**src/rtl/srld_pkg.sv**
```systemverilog
`default_nettype none
// ============================================================================
//  Module      : srld_pkg
//  Description : Shared definitions for the srl_delay_line block: parameter
//                range limits and the constant functions used to derive the
//                tap address width and to validate DEPTH at elaboration.
//  Ports       : none (package)
//  Options     : none
//  Revision    : 1.0  initial release
// ============================================================================
package srld_pkg;

    // Legal parameter ranges for the delay line.
    localparam int W_MAX     = 32;
    localparam int DEPTH_MAX = 1024;

    // Ceiling log2 of n, with clog2(1) = 0. Used to size tap addresses.
    function automatic int clog2(input int n);
        int r;
        int v;
        r = 0;
        v = 1;
        while (v < n) begin
            v = v << 1;
            r = r + 1;
        end
        return r;
    endfunction

    // True when n is a non-zero power of two.
    function automatic bit is_pow2(input int n);
        return (n > 0) && ((n & (n - 1)) == 0);
    endfunction

endpackage : srld_pkg
`default_nettype wire

```
**src/rtl/srl_delay_line_if.sv**
```systemverilog
`default_nettype none
// ============================================================================
//  Module      : srl_delay_line_if
//  Description : Sample/tap bundle between a producer and srl_delay_line.
//                Carries the shift enable, input sample, tap select and the
//                registered tap data with its validity flag.
//  Signals     : ce    shift enable
//                d     input sample, W bits
//                a     tap select, AW bits (0 = newest)
//                flush history discard (only with SRLD_FLUSH_EN)
//                y     registered tap data, W bits
//                vld   y holds a sample written since reset/flush
//  Modports    : master (sample producer), slave (delay line)
//  Options     : SRLD_FLUSH_EN adds the flush signal
//  Revision    : 1.0  initial release
// ============================================================================
interface srl_delay_line_if
    import srld_pkg::*;
#(
    parameter int W     = 8,
    parameter int DEPTH = 64
);

    localparam int AW = clog2(DEPTH);

    logic          ce;
    logic [W-1:0]  d;
    logic [AW-1:0] a;
`ifdef SRLD_FLUSH_EN
    logic          flush;
`endif
    logic [W-1:0]  y;
    logic          vld;

`ifdef SRLD_FLUSH_EN
    modport master (output ce, output d, output a, output flush,
                    input  y,  input  vld);
    modport slave  (input  ce, input  d, input  a, input  flush,
                    output y,  output vld);
`else
    modport master (output ce, output d, output a,
                    input  y,  input  vld);
    modport slave  (input  ce, input  d, input  a,
                    output y,  output vld);
`endif

endinterface : srl_delay_line_if
`default_nettype wire

```
**src/rtl/srl_column.sv**
```systemverilog
`default_nettype none
// ============================================================================
//  Module      : srl_column
//  Description : Single-bit, DEPTH-stage addressable shift register. Storage
//                has no reset and the read port is a plain mux so synthesis
//                can map the whole column onto SRL primitives.
//  Ports       : clk  rising-edge clock
//                ce   shift enable; d enters stage 0
//                d    serial input bit
//                a    tap select (0 = most recently written bit)
//                q    combinational tap output, stage[a]
//  Options     : none
//  Revision    : 1.0  initial release
// ============================================================================
module srl_column
    import srld_pkg::*;
#(
    parameter  int DEPTH = 64,
    localparam int AW    = clog2(DEPTH)
) (
    input  wire logic          clk,
    input  wire logic          ce,
    input  wire logic          d,
    input  wire logic [AW-1:0] a,
    output logic               q
);

    // Bit 0 is the newest stage, bit DEPTH-1 the oldest.
    logic [DEPTH-1:0] r_sr;

    always_ff @(posedge clk) begin
        if (ce) begin
            r_sr <= {r_sr[DEPTH-2:0], d};
        end
    end

    // DEPTH is a power of two, so every value of a selects a real stage.
    assign q = r_sr[a];

endmodule : srl_column
`default_nettype wire

```
**src/rtl/srl_delay_line.sv**
```systemverilog
`default_nettype none
// ============================================================================
//  Module      : srl_delay_line
//  Description : Parametrised addressable shift-register delay line, W bits
//                wide and DEPTH stages deep. The tap selected by a is
//                registered onto y every clock; vld flags that the selected
//                stage holds a sample written since the last reset (or flush),
//                based on a saturating fill counter.
//  Parameters  : W      data width, 1..W_MAX
//                DEPTH  stage count, power of two, 2..DEPTH_MAX
//  Ports       : clk    rising-edge clock
//                rst_n  asynchronous active-low reset (y, vld, fill only)
//                bus    srl_delay_line_if slave: ce, d, a, [flush], y, vld
//  Options     : SRLD_FLUSH_EN  adds a flush input that empties the fill
//                               counter without touching stored samples
//  Revision    : 1.0  initial release
// ============================================================================
module srl_delay_line
    import srld_pkg::*;
#(
    parameter int W     = 8,
    parameter int DEPTH = 64
) (
    input wire logic         clk,
    input wire logic         rst_n,
    srl_delay_line_if.slave  bus
);

    localparam int AW = clog2(DEPTH);

    // Fill counter is one bit wider than the address so it can hold DEPTH.
    localparam logic [AW:0] c_fill_max = (AW+1)'(DEPTH);
    localparam logic [AW:0] c_fill_one = (AW+1)'(1);

    // ------------------------------------------------------------------
    // Elaboration-time parameter checks
    // ------------------------------------------------------------------
    if ((W < 1) || (W > W_MAX)) begin : g_chk_w
        $error("srl_delay_line: W out of range");
    end

    if ((DEPTH < 2) || (DEPTH > DEPTH_MAX) || !is_pow2(DEPTH)) begin : g_chk_depth
        $error("srl_delay_line: DEPTH must be a power of two in range");
    end

    // ------------------------------------------------------------------
    // Storage: one addressable SRL column per data bit
    // ------------------------------------------------------------------
    logic [W-1:0] w_tap;

    for (genvar gi = 0; gi < W; gi++) begin : g_col
        srl_column #(
            .DEPTH (DEPTH)
        ) u_col (
            .clk (clk),
            .ce  (bus.ce),
            .d   (bus.d[gi]),
            .a   (bus.a),
            .q   (w_tap[gi])
        );
    end

    // ------------------------------------------------------------------
    // Fill counter next state
    // ------------------------------------------------------------------
    logic [AW:0] r_fill;
    logic [AW:0] w_fill_nxt;

    always_comb begin
        w_fill_nxt = r_fill;
        // Saturate at DEPTH: once full, every tap stays valid.
        if (bus.ce && (r_fill != c_fill_max)) begin
            w_fill_nxt = r_fill + c_fill_one;
        end
`ifdef SRLD_FLUSH_EN
        // A flush that coincides with a write keeps that one new sample.
        if (bus.flush) begin
            w_fill_nxt = bus.ce ? c_fill_one : '0;
        end
`endif
    end

    // Selected stage holds real data when it is younger than the fill
    // level; uses the pre-edge fill so it lines up with the tap read.
    logic w_vld_nxt;
    assign w_vld_nxt = (r_fill > {1'b0, bus.a});

    // ------------------------------------------------------------------
    // Output register and fill state
    // ------------------------------------------------------------------
    logic [W-1:0] r_y;
    logic         r_vld;

    always_ff @(posedge clk or negedge rst_n) begin
        if (!rst_n) begin
            r_y    <= '0;
            r_vld  <= 1'b0;
            r_fill <= '0;
        end else begin
            // Tap register updates every edge so address changes are seen
            // even while the array is held.
            r_y    <= w_tap;
            r_vld  <= w_vld_nxt;
            r_fill <= w_fill_nxt;
        end
    end

    assign bus.y   = r_y;
    assign bus.vld = r_vld;

endmodule : srl_delay_line
`default_nettype wire

```
**src/flat_wrapper.sv**
```systemverilog
// flat-port wrapper written by rule: the top's interface ports become plain ports
module srl_delay_line_flat import srld_pkg::*;
#(
    parameter int W     = 8,
    parameter int DEPTH = 64
)
  (clk, rst_n, bus_ce, bus_d, bus_a, bus_y, bus_vld);
  srl_delay_line_if #(.W(W), .DEPTH(DEPTH)) bus_i ();
  input wire logic clk;
  input wire logic rst_n;
  input wire logic [$bits(bus_i.ce)-1:0] bus_ce;
  input wire logic [$bits(bus_i.d)-1:0] bus_d;
  input wire logic [$bits(bus_i.a)-1:0] bus_a;
  output wire logic [$bits(bus_i.y)-1:0] bus_y;
  output wire logic [$bits(bus_i.vld)-1:0] bus_vld;
  assign bus_i.ce = bus_ce;
  assign bus_i.d = bus_d;
  assign bus_i.a = bus_a;
  assign bus_y = bus_i.y;
  assign bus_vld = bus_i.vld;
  srl_delay_line #(.W(W), .DEPTH(DEPTH)) u_core (.clk(clk), .rst_n(rst_n), .bus(bus_i));
endmodule
```
**config.mk**
```make
export PLATFORM = sky130hd
export DESIGN_NAME = srl_delay_line_flat
export DESIGN_NICKNAME = d
export VERILOG_FILES = /design/src/rtl/srld_pkg.sv /design/src/rtl/srl_delay_line_if.sv /design/src/rtl/srl_column.sv /design/src/rtl/srl_delay_line.sv /design/src/flat_wrapper.sv
export SDC_FILE = /design/constraint.sdc
export NUM_CORES = 1
export LEC_CHECK = 0
export BUFFER_PORTS_ARGS = -buffer_cell sky130_fd_sc_hd__buf_2
export CAP_MARGIN = 20
export CORE_UTILIZATION = 50
export CTS_CLUSTER_DIAMETER = 30
export DETAILED_ROUTE_END_ITERATION = 10
export PLACE_DENSITY = 0.62
export SLEW_MARGIN = 20
export SYNTH_ARGS = -nofsm -noshare
export SYNTH_HDL_FRONTEND = slang
export SYNTH_HIERARCHICAL = 1
export SYNTH_SLANG_ARGS = --single-unit
```
**constraint.sdc**
```tcl
create_clock -name clk -period 2.2 [get_ports clk]
set_input_delay 0.44 -clock clk [delete_from_list [all_inputs] [get_ports clk]]
set_output_delay 0.44 -clock clk [all_outputs]
set_load 0.02 [all_outputs]
```
Word-level counts from Yosys, hierarchy flattened. Cells that the tools add are included.

RAM bits: 0. Word-level logic and storage cells: 32. Latch bits: 0. Output and inout bits: 9. Register bits: 528. Memory bits (read-only): 0. Memories: 0. Input bits: 17.

Divide/modulo/power cells: 0. $add $sub $neg: 1. Shifts and indexed selects: 0. Reductions and logical operators: 1. Equal/unequal tests: 1. Multipliers: 0. Magnitude comparators: 2. Muxes and demuxes: 16. Bitwise operators: 0.

Operator list (count): $bmux 1 s6 (8); $mux 1 (8); $add 7x1->7 const B (1); $gt 7x6->1 (1); $lt 6x7->1 const B (1); $ne 7x7->1 const B (1); $logic_and 1x1->1 (1).

Depth between registers and ports, before layout. Gate-level depths: netlist of the first run.

Depth in word-level cells: 2. Depth in mapped cells: 7. Gate-level depth less buffers: 5.

By module. The synthesis of the first run kept the hierarchy.

By module, submodules not included: srl_column (area each 2454.9 um^2, cells each 107, seq. area each 1921.8 um^2, instances 8); srl_delay_line (area each 720.7 um^2, cells each 57, seq. area each 400.4 um^2, instances 1).

Worst setup path after synthesis of the first run. Ideal clock, no wire load.

Path kind: input-to-reg. Start point: input bus_a[0]. End point: register u_core.r_y[0] (netlist: u_core/bus.y[0]). Data arrival time: 1733 ps. Data required time: 2071 ps. Setup time: 129 ps. Buffers on the path: 2. Cell stages on the path: 7. Path slack: 338 ps. Path through: buf_6 -> buf_6 -> mux4_2 -> inv_1 -> o21ai_1 -> a2111oi_2 -> nor2_1.

Word-level cells in the longest chain between the ends: 2.

Ends and longest elaborated chain: from (decl) (line flat_wrapper.sv:13) `input wire logic [$bits(bus_i.a)-1:0] bus_a;`; $bmux 1 s6 (line srl_column.sv:38) `assign q = r_sr[a];`; $mux 1 (not written as such) (line srl_column.sv:38); net u_core.w_tap[0] (line srl_delay_line.sv:49) `logic [W-1:0] w_tap;`; to (signal assigned) (line srl_delay_line.sv:102) `r_y <= w_tap;`; to (decl) (line srl_delay_line.sv:91) `logic [W-1:0] r_y;`.

The timed path passes the listed nets, and every way through them passes these cells. The select of a mux whose other input is x is not followed. A chain may end at the register's enable or synchronous reset.

Worst setup path in the final report of the first run.
Start point: register u_core.g_col[5].u_col.r_sr[60]. End point: register u_core.r_y[5] (netlist: u_core/bus.y[5]).

Word-level cells in the longest chain between the ends: 2.

Ends and longest elaborated chain: from (decl) (line srl_column.sv:29) `logic [DEPTH-1:0] r_sr;`; from (signal assigned) (line srl_column.sv:33) `r_sr <= {r_sr[DEPTH-2:0], d};`; $bmux 1 s6 (line srl_column.sv:38); $mux 1 (not written as such) (line srl_column.sv:38); net u_core.w_tap[5] (line srl_delay_line.sv:49).

The timed path passes the listed nets, and every way through them passes these cells. The select of a mux whose other input is x is not followed.

==> results of run 1 <==
[per-layer routing]
metal	vias up	part of all wire, %	GRT usage [%]
met2	317	46	27.5
met3	63	5.5	4.36
met5	-	0	0
met4	0	2.1	7.41
li1	4316	-	-
met1	5170	47	28.8
[power breakdown]
part           internal (mW)  leakage (nW)  switching, mW  total, mW
registers               11.8          5.20          0.393       12.2
logic                  0.813          2.00          0.800       1.61
clock network           11.0          1.81           5.41       16.4
total                   23.6          9.01           6.60       30.2
[synthesized netlist by cell type (2+ instances only)]
library cell | count | area, µm²
a2111oi_2 | 8 | 120
a21oi_1 | 26 | 130
nor2_1 | 16 | 60.1
mux2i_1 | 8 | 80.1
o21ai_0 | 8 | 40.0
xnor2_1 | 5 | 43.8
buf_6 | 16 | 180
mux2_2 | 8 | 90.1
dfrtp_1 | 16 | 400
nand4_1 | 3 | 18.8
a31oi_1 | 16 | 100
nor3_1 | 8 | 40.0
o21ai_1 | 8 | 40.0
a21o_1 | 2 | 15.0
nor2b_1 | 16 | 100
clkbuf_1 | 8 | 30.0
inv_1 | 25 | 93.8
o211ai_1 | 8 | 60.1
nand2_1 | 18 | 67.6
edfxtp_1 | 512 | 15400
ha_1 | 8 | 100
nand3_1 | 17 | 85.1
a22oi_1 | 16 | 120
mux4_2 | 128 | 2880
[registers in the layout, indices dropped and copies added (netlist names)]
signal,count
u_core/g_col.u_col/r_sr,512
u_core/bus.y,8
u_core/r_fill,7
u_core/bus.vld,1
[final cells by class]
cell class                      count  area, µm²  share of cell area [%]
Tap cell                          525        657                    2.56
Clock buffer                      133       2920                    11.4
Sequential cell                   528      15800                    61.6
Inverter                           25       93.8                   0.366
Timing Repair Buffer              103       1060                    4.14
Clock inverter                     71        830                    3.24
Multi-Input combinational cell    336       4280                    16.7
[through the flow]
step | utilization (%) | power, mW | hold slack, ps | cell area (µm²)
floorplan | - | 13.2 | 144 | 20400
global placement | 54.6 | 13.9 | 422 | 21800
detailed placement | 54.6 | 14.0 | 427 | 21800
CTS | 64.2 | 30.6 | 199 | 25600
global route | 64.2 | 31.2 | 193 | 25600
finish | 64.2 | 30.2 | 204 | 25600
[worst min-delay path by stage]
stage / startpoint / endpoint / cells after the start
final: bus_ce / u_core/g_col[4].u_col/r_sr[0]$_DFFE_PP_ / 1
after global routing: bus_ce / u_core/g_col[4].u_col/r_sr[0]$_DFFE_PP_ / 1
after CTS: bus_ce / u_core/g_col[4].u_col/r_sr[0]$_DFFE_PP_ / 1
after detailed placement: u_core/g_col[2].u_col/r_sr[6]$_DFFE_PP_ / u_core/g_col[2].u_col/r_sr[7]$_DFFE_PP_ / 0
after global placement: u_core/g_col[2].u_col/r_sr[45]$_DFFE_PP_ / u_core/g_col[2].u_col/r_sr[46]$_DFFE_PP_ / 0
after floorplan: rst_n / u_core/bus.vld$_DFF_PN0_ / 0
[kinds of logic (layout without fill, tap and decap cells)]
kind of cell / after synthesis / count (layout) / share of synthesized area [%]
AOI/OAI and AO/OA: 96 / 96 / 3.24
xor gates and xnor gates: 5 / 5 / 0.215
adders and majority gates: 8 / 8 / 0.492
buffers and inverters: 49 / 332 / 1.49
DFF: 528 / 528 / 77.5
muxes: 145 / 145 / 15.1
and+or+nand+nor: 82 / 82 / 2.01
[placed cells by master, fill, tap and decap left out, types with 9 or more instances in the layout]
cell	netlist	layout
a21oi_1	26	26
a22oi_1	16	16
a31oi_1	16	16
buf_12	0	24
buf_2	0	22
buf_4	0	45
bufinv_16	0	13
clkbuf_1	8	15
clkbuf_16	0	110
clkinv_2	0	22
clkinv_4	0	10
clkinvlp_4	0	13
dfrtp_1	16	16
dlygate4sd3_1	0	9
edfxtp_1	512	512
inv_1	25	25
mux4_2	128	128
nand2_1	18	18
nand3_1	17	17
nor2_1	16	16
nor2b_1	16	16
==> impl_metrics.tcl, run 1 <==
set metrics [dict create \
    vias 9866 \
    min_period_over_period_pct 81.2 \
    synth.yosys.seq_area_share_pct 77.5 \
    cellLeakagePower_nw 9.01 \
    slew_headroom_pct 56.9 \
    synthesis.area_um2 20400 \
    vdd_drop_max_uv 835 \
    drt-pass1-iter-count 5 \
    hold_path_class "in -> reg" \
    cp-end-kind "flip-flop" \
    synth_edf_count 512 \
    avgSynthCellArea_um2 22.3 \
    tns_ps 0 \
    crit_required_ps 2710 \
    r2r_slack_ps 410 \
    drive_gt1_share_pct 35.7 \
    grt_max_degree 77 \
    crit_slowest_cell "mux4_2" \
    path_cells "mux4_2, o211ai_1, o21ai_1, a2111oi_2, nor2_1" \
    cp.depth 5 \
    diodes 0 \
    antenna_found_initial 0 \
    status "finished, final reports clean" \
    place_congestion 0.753 \
    routed_wl_um 37700 \
    synth_ff_type "edfxtp_1" \
    clk_path_buf_depth 3 \
    ios 26 \
    dpl_worst_slack_ps -47.5 \
    drc 0 \
    ant_nets 0 \
    fin_skew_ps 22.3 \
    reg2regPathDepth 5 \
    core_um2 39900 \
    crit_end "u_core/bus.y[5]$_DFF_PN0_" \
    max-cap-violations 0 \
    dp_hpwl_um 21100 \
    critPathLaunch "u_core/g_col[5].u_col/r_sr[60]$_DFFE_PP_" \
    timing.final.hold_violations 0 \
    cts_setup_buffers 0 \
    synth-seq-cells 528 \
    root_buffer "clkbuf_16" \
    finalSetupViolCount 0 \
    ctsResizeCount 0 \
    synth_nets 938 \
    place_inst 1508 \
    setup.worst_path.start_class "flip-flop" \
    fmax_mhz 560 \
    crit_buf_inv 0 \
    track_usage_pct 19.2 \
    rsz0062_at_grt "no" \
    max_stage_delay_ps 480 \
    clk_latency_ps 640 \
    wl_per_cell_um 21.9 \
    row_count 73 \
    cts_buffers 109 \
    syn_inst 913 \
    power.density_nw_per_um2 1180 \
    path_clk_slew_ps 50 \
    die_x_um 204 \
    start_util_pct 51.0 \
    stdcell_count 1721 \
    reg2reg_to "u_core/bus.y[5]$_DFF_PN0_" \
    synthArstFlopShare_pct 3.03 \
    clock-sinks 528 \
    dieArea_um2 41500 \
    area_delta_synth_final_pct 25.8 \
    n_fill_cell 2610 \
    postCtsHoldBufs 9 \
    htreeDepth 3 \
    nNetsFinal 1128 \
    fin_ws_ps 413 \
    drtIter0Drc 865 \
    port_buffers 25 \
    r2r_start "u_core/g_col[5].u_col/r_sr[60]$_DFFE_PP_" \
    synth_cell_types 33 \
    path_delay_family "compound AO/OA/AOI/OAI gates" \
    yosys_warnings 6 \
    die_y_um 204 \
    period_minus_slack_ps 1790 \
    grt_pass1_vias 10486 \
    cts_tree "yes" \
    grt_pass1_wl_um 60700 \
    avgViaCountPerCell 5.73 \
    worst_pin_slew_ps 646 \
    crit_arrival_ps 2300 \
    grt-ovfl-total 0 \
    critical_path_class "reg -> reg" \
    maxSlewViolCount 0 \
    crit_fanout 2 \
]
(Power assumes the default switching activity.)
==> inputs of run 2 (changes only) <==
--- a/config.mk
+++ b/config.mk
@@ -5,12 +5,13 @@
 export SDC_FILE = /design/constraint.sdc
 export NUM_CORES = 1
 export LEC_CHECK = 0
+export ABC_AREA = 1
 export BUFFER_PORTS_ARGS = -buffer_cell sky130_fd_sc_hd__buf_2
 export CAP_MARGIN = 20
 export CORE_UTILIZATION = 50
 export CTS_CLUSTER_DIAMETER = 30
 export DETAILED_ROUTE_END_ITERATION = 10
-export PLACE_DENSITY = 0.62
+export PLACE_DENSITY = 0.64
 export SLEW_MARGIN = 20
 export SYNTH_ARGS = -nofsm -noshare
 export SYNTH_HDL_FRONTEND = slang
==> constraint.sdc (replaced) <==
create_clock -name clk -period 1.6 [get_ports clk]
set_input_delay 0.32 -clock clk [delete_from_list [all_inputs] [get_ports clk]]
set_output_delay 0.32 -clock clk [all_outputs]
set_load 0.02 [all_outputs]
==> run 2 against run 1 <==
Effect of this change: core utilization is 1.8 points lower; highest routed layer unchanged; critical path depth down 4; global-route usage rose by 1.7 points; clock skew hardly changed.
==> impl_metrics.tcl, run 2 <==
set metrics [dict create \
    port_buffers 25 \
    area_delta_synth_final_pct 23.2 \
    ctsResizeCount 0 \
    core_um2 43000 \
    n_fill_cell 3280 \
    grt_pass1_vias 13931 \
    p_comb_share_pct 5.6 \
    worst_pin_slew_ps 435 \
    grt-ovfl-total 0 \
    synth_nets 1840 \
    root_buffer "clkbuf_16" \
    ios 26 \
    avgSynthCellArea_um2 12.0 \
    whs_ps 49.7 \
    power_frac_clock_pct 55.5 \
    ant_nets 0 \
    drive_gt1_share_pct 15.3 \
    syn_inst 1815 \
    finalSetupViolCount 0 \
    synth.yosys.seq_area_share_pct 72.5 \
    clk_path_buf_depth 3 \
    global_route.peak_usage_layer "met2" \
    status "finished, final reports clean" \
    vias 14102 \
    min_period_over_period_pct 94.6 \
    cp-end-kind "primary output" \
    yosys.area.top_type "edfxtp_1" \
    grt_pass1_wl_um 73800 \
    grtUsageMet3_pct 4.82 \
    slew_headroom_pct 71.0 \
    drt-pass1-iter-count 5 \
    htreeDepth 3 \
    wl_per_cell_um 17.2 \
    crit_arrival_ps 1190 \
    synth_top_area_share_pct 70.6 \
    diodes 0 \
    fin_skew_ps 22.6 \
    clk_latency_ps 630 \
    power.internal_mw 33.4 \
    met1_usage_pct 29.6 \
    antenna_found_initial 0 \
    synthesis.area_um2 21800 \
    nNetsFinal 1977 \
    synth_edf_count 512 \
    rsz0062_at_grt "no" \
    mostFrequentLayoutCell "nand2_1" \
    fmax_mhz 660 \
    synthArstFlopShare_pct 3.03 \
    synth_area_leaders "edfxtp_1, nand2_1, nand3_1, buf_6, dfrtp_1" \
    max_stage_delay_ps 400 \
    yosys_warnings 6 \
    p_seq_share_pct 38.9 \
    setup.worst_path.start_class "flip-flop" \
    place_congestion 0.801 \
    crit_buf_inv 1 \
    row_count 76 \
    clock-sinks 528 \
    use_met2_pct 31.6 \
    die_y_um 211 \
    path_delay_family "flip-flops" \
    drtIter0Drc 1237 \
    largest_register_ffs 512 \
    max-cap-violations 0 \
    critical_path_class "reg -> out" \
    switching_share_pct 22.1 \
    synth_ff_type "edfxtp_1" \
    synth-seq-cells 528 \
    avgViaCountPerCell 5.36 \
    crit_slowest_cell "dfrtp_1" \
    synth_common_cells "nand2_1, edfxtp_1, nand3_1" \
    timing.final.hold_violations 0 \
    yosysMostFrequentCell "nand2_1" \
    dieArea_um2 44400 \
    fin_util_pct 62.4 \
    top_register "u_core/g_col.u_col/r_sr" \
    switching_power_mw 9.46 \
    crit_required_ps 1280 \
    routed_wl_um 45300 \
    synth_cell_types 24 \
    maxSlewViolCount 0 \
    grt_max_degree 76 \
    hold_path_class "in -> reg" \
    power.density_nw_per_um2 1600 \
    drc 0 \
    vdd_drop_max_uv 944 \
    path_clk_slew_ps 50 \
    cts_buffers 107 \
    path_cells "buf_2" \
    dp_hpwl_um 25200 \
    start_util_pct 50.6 \
    cellLeakagePower_nw 10.7 \
    tns_ps 0 \
    cts_tree "yes" \
    die_x_um 211 \
    period_minus_slack_ps 1510 \
    crit_fanout 1 \
    track_usage_pct 20.9 \
    final_cell_mix "nand2_1, edfxtp_1, nand3_1" \
]
## run 2: cell types whose count changed in the layout (fill, tap and decap cells not counted), moves of 16 or more
cell	previous run	this run
nand2_1	18	673
nand3_1	17	436
mux4_2	128	0
a21oi_1	26	3
inv_1	25	44
a22oi_1	16	0
a31oi_1	16	0
nor2b_1	16	0
## run 2: cell families (layout without fill, tap and decap cells)
family | count (synthesis) | after routing | share of synthesized area [%]
XOR/XNOR | 3 | 3 | 0.121
flip-flops | 528 | 528 | 72.5
buffers and inverters | 149 | 379 | 4.79
AND/OR/NAND/NOR | 1122 | 1122 | 22.0
AO/OA/AOI/OAI | 5 | 5 | 0.126
adder cells (fa/ha/maj) | 8 | 8 | 0.460
## run 2: per-layer routing
metal / vias up / wire length, µm
met4: 0 / 1280
met3: 109 / 2850
met2: 469 / 20600
met1: 6847 / 20500
met5: - / 0
li1: 6677 / -
## run 2: power by group through the flow
| stage | registers, mW | clock network, mW | logic, mW |
|---|---|---|---|
| finish | 16.7 | 23.8 | 2.40 |
| global route | 16.8 | 24.8 | 2.69 |
| CTS | 16.7 | 24.1 | 2.42 |
| detailed placement | 16.9 | 0 | 2.37 |
| global placement | 16.9 | 0 | 2.33 |
| floorplan | 16.8 | 0 | 1.47 |
## run 2: layout make-up
type,count,area (µm²),share of cell area [%]
clock inverter,70,1010,3.78
inverter,61,272,1.01
timing repair buffer,116,1190,4.44
sequential,528,15800,58.8
multi-input combinational,1138,4950,18.4
tap,585,732,2.73
clock buffer,132,2880,10.8
## run 2: what timing repair did
action | in CTS | in global routing
hold buffers | 9 | 0
buffers inserted | 0 | 0
endpoints found under the hold margin | 24 | 0
setup endpoints to repair | 0 | 0
## run 2: stage by stage
step	setup WS (ps)	instance area, µm²	power [mW]	cells
finish	85.6	26800	42.9	2630
global route	44.5	26800	44.3	2630
CTS	51.5	26800	43.3	2630
detailed placement	-6.52	22800	19.3	2419
global placement	10.5	22800	19.2	2419
floorplan	415	21800	18.3	1815
## run 2: path summary, 6_finish.rpt
check                                                          from  slack, ps  cells past startpoint                                  endpoint
max reg2reg                            u_core/r_fill[0]$_DFFE_PN0P_        260                      9              u_core/r_fill[6]$_DFFE_PN0P_
min                                                          bus_ce         50                      1   u_core/g_col[0].u_col/r_sr[9]$_DFFE_PP_
min reg2reg                u_core/g_col[7].u_col/r_sr[46]$_DFFE_PP_        440                      0  u_core/g_col[7].u_col/r_sr[47]$_DFFE_PP_
max                                       u_core/bus.y[5]$_DFF_PN0_         90                      1                                  bus_y[5]
min in group asynchronous                                     rst_n        180                      2                 u_core/bus.y[0]$_DFF_PN0_
max in group asynchronous                                     rst_n        990                      3                 u_core/bus.y[4]$_DFF_PN0_
==> inputs of run 3 (changes only) <==
--- a/config.mk
+++ b/config.mk
@@ -11,6 +11,7 @@
 export CORE_UTILIZATION = 50
 export CTS_CLUSTER_DIAMETER = 30
 export DETAILED_ROUTE_END_ITERATION = 10
+export MAX_ROUTING_LAYER = met4
 export PLACE_DENSITY = 0.64
 export SLEW_MARGIN = 20
 export SYNTH_ARGS = -nofsm -noshare
==> run 3 against run 2 <==
Effect of this change: via count increased by 0.16%; setup slack improved by 0.75 ps; core utilization unchanged; combinational power barely moved; critical path depth did not move; non-clock buffer count did not move; clock skew increased by 3.2 ps; count of clock-buffer cells in the layout stayed put; largest power group unchanged.
==> impl_metrics.tcl, run 3 (synthesis results as in run 2) <==
set metrics [dict create \
    status "finished, final reports clean" \
    clk_path_buf_depth 3 \
    drive_gt1_share_pct 15.3 \
    rsz0062_at_grt "no" \
    drt-pass1-iter-count 5 \
    min_period_over_period_pct 94.6 \
    track_usage_pct 21.6 \
    diodes 0 \
    clock-sinks 528 \
    max_stage_delay_ps 400 \
    total_power_mw 42.9 \
    multi_input_area_um2 4950 \
    switching_power_mw 9.47 \
    r2r_slack_ps 270 \
    hold_path_class "in -> reg" \
    fin_skew_ps 25.8 \
    dieArea_um2 44400 \
    path_delay_family "flip-flops" \
    wl_per_cell_um 17.2 \
    dp_hpwl_um 25200 \
    core_um2 43000 \
    crit_end "bus_y[5]" \
    n_fill_cell 3280 \
    drc 0 \
    grt_pass1_vias 13922 \
    mostFrequentLayoutCell "nand2_1" \
    grt_max_degree 76 \
    finalSetupViolCount 0 \
    htreeDepth 3 \
    fmax_mhz 661 \
    crit_arrival_ps 1190 \
    root_buffer "clkbuf_16" \
    vdd_drop_max_uv 943 \
    path_cells "buf_2" \
    p_seq_share_pct 38.9 \
    grt-ovfl-total 0 \
    power.density_nw_per_um2 1600 \
    whs_ps 51.4 \
    switching_share_pct 22.1 \
    cts_tree "yes" \
    crit_fanout 1 \
    period_minus_slack_ps 1510 \
    maxSlewViolCount 0 \
    critical_path_class "reg -> out" \
    cellLeakagePower_nw 10.7 \
    drtIter0Drc 1236 \
    largest_register_ffs 512 \
    setup.worst_path.start_class "flip-flop" \
    cp.depth 1 \
    cp-end-kind "primary output" \
    final_cell_mix "nand2_1, edfxtp_1, nand3_1" \
    ios 26 \
    top_register "u_core/g_col.u_col/r_sr" \
    grt_pass1_wl_um 73800 \
    avgViaCountPerCell 5.37 \
    slew_headroom_pct 71.2 \
    power.internal_mw 33.4 \
    cts_setup_buffers 0 \
    vias 14125 \
    nNetsFinal 1977 \
    reg2reg_to "u_core/r_fill[6]$_DFFE_PN0P_" \
    timing.final.hold_violations 0 \
    routed_wl_um 45300 \
    antenna_found_initial 0 \
    fin_util_pct 62.4 \
    p_comb_share_pct 5.6 \
    cts_buffers 107 \
    r2r_start "u_core/r_fill[0]$_DFFE_PN0P_" \
    crit_buf_inv 1 \
    critPathLaunch "u_core/bus.y[5]$_DFF_PN0_" \
    row_count 76 \
    crit_slowest_cell "dfrtp_1" \
    ff_latch_area_um2 15800 \
    port_buffers 25 \
    die_x_um 211 \
    max-cap-violations 0 \
    start_util_pct 50.6 \
    place_congestion 0.815 \
    power_frac_clock_pct 55.5 \
    ant_nets 0 \
    area_delta_synth_final_pct 23.2 \
    reg2regPathDepth 9 \
    crit_required_ps 1280 \
    clk_latency_ps 630 \
    die_y_um 211 \
    worst_pin_slew_ps 432 \
    path_clk_slew_ps 50 \
]
==> run 3: cell counts in the layout (fill, tap and decap cells not counted) <==
No cell type changed its count.
==> run 3: worst min-delay path by stage <==
stage / startpoint / to / slack, ps / depth (start not counted)
after floorplan: rst_n / u_core/bus.vld$_DFF_PN0_ / 20 / 0
after global routing: bus_ce / u_core/g_col[0].u_col/r_sr[9]$_DFFE_PP_ / 30 / 1
after CTS: bus_ce / u_core/g_col[0].u_col/r_sr[9]$_DFFE_PP_ / 20 / 1
final: bus_ce / u_core/g_col[0].u_col/r_sr[9]$_DFFE_PP_ / 50 / 1
after global placement: rst_n / u_core/bus.y[2]$_DFF_PN0_ / 260 / 1
after detailed placement: rst_n / u_core/bus.y[2]$_DFF_PN0_ / 280 / 1
==> run 3: final cells by class <==
type | count | area share, %
timing repair buffer | 116 | 4.44
clock buffer | 132 | 10.8
tap | 585 | 2.73
sequential | 528 | 58.8
inverter | 61 | 1.01
multi-input combinational | 1138 | 18.4
clock inverter | 70 | 3.78
==> run 3: repair_timing <==
| action | 4_1_cts | 5_1_grt |
|---|---|---|
| hold buffers | 9 | 0 |
| hold endpoints to repair | 24 | 0 |
| endpoints found under the setup margin | 0 | 0 |
| gates resized for setup | 0 | 0 |
==> run 3: power by group through the flow <==
stage | Combinational (mW) | Sequential (mW) | Clock [mW]
6_report | 2.40 | 16.7 | 23.8
5_1_grt | 2.69 | 16.8 | 24.8
4_1_cts | 2.42 | 16.7 | 24.1
3_5_place_dp | 2.37 | 16.9 | 0
3_3_place_gp | 2.33 | 16.9 | 0
2_1_floorplan | 1.47 | 16.8 | 0
==> run 3: stage by stage <==
| stage | cells | setup WS, ps | setup TNS [ps] | cell area, µm² |
|---|---|---|---|---|
| after floorplan | 1815 | 415 | 0 | 21800 |
| after global placement | 2419 | 10.5 | 0 | 22800 |
| after detailed placement | 2419 | -6.52 | -6.52 | 22800 |
| after CTS | 2630 | 51.5 | 0 | 26800 |
| after global routing | 2630 | 44.5 | 0 | 26800 |
| final | 2630 | 86.4 | 0 | 26800 |
==> run 3: routing by layer <==
metal	share of wire (%)	track usage, %	wire length (µm)
met1	45	29.6	20400
met2	46	31.7	20600
met5	0	-	0
met4	2.8	8.02	1290
met3	6.4	4.82	2920
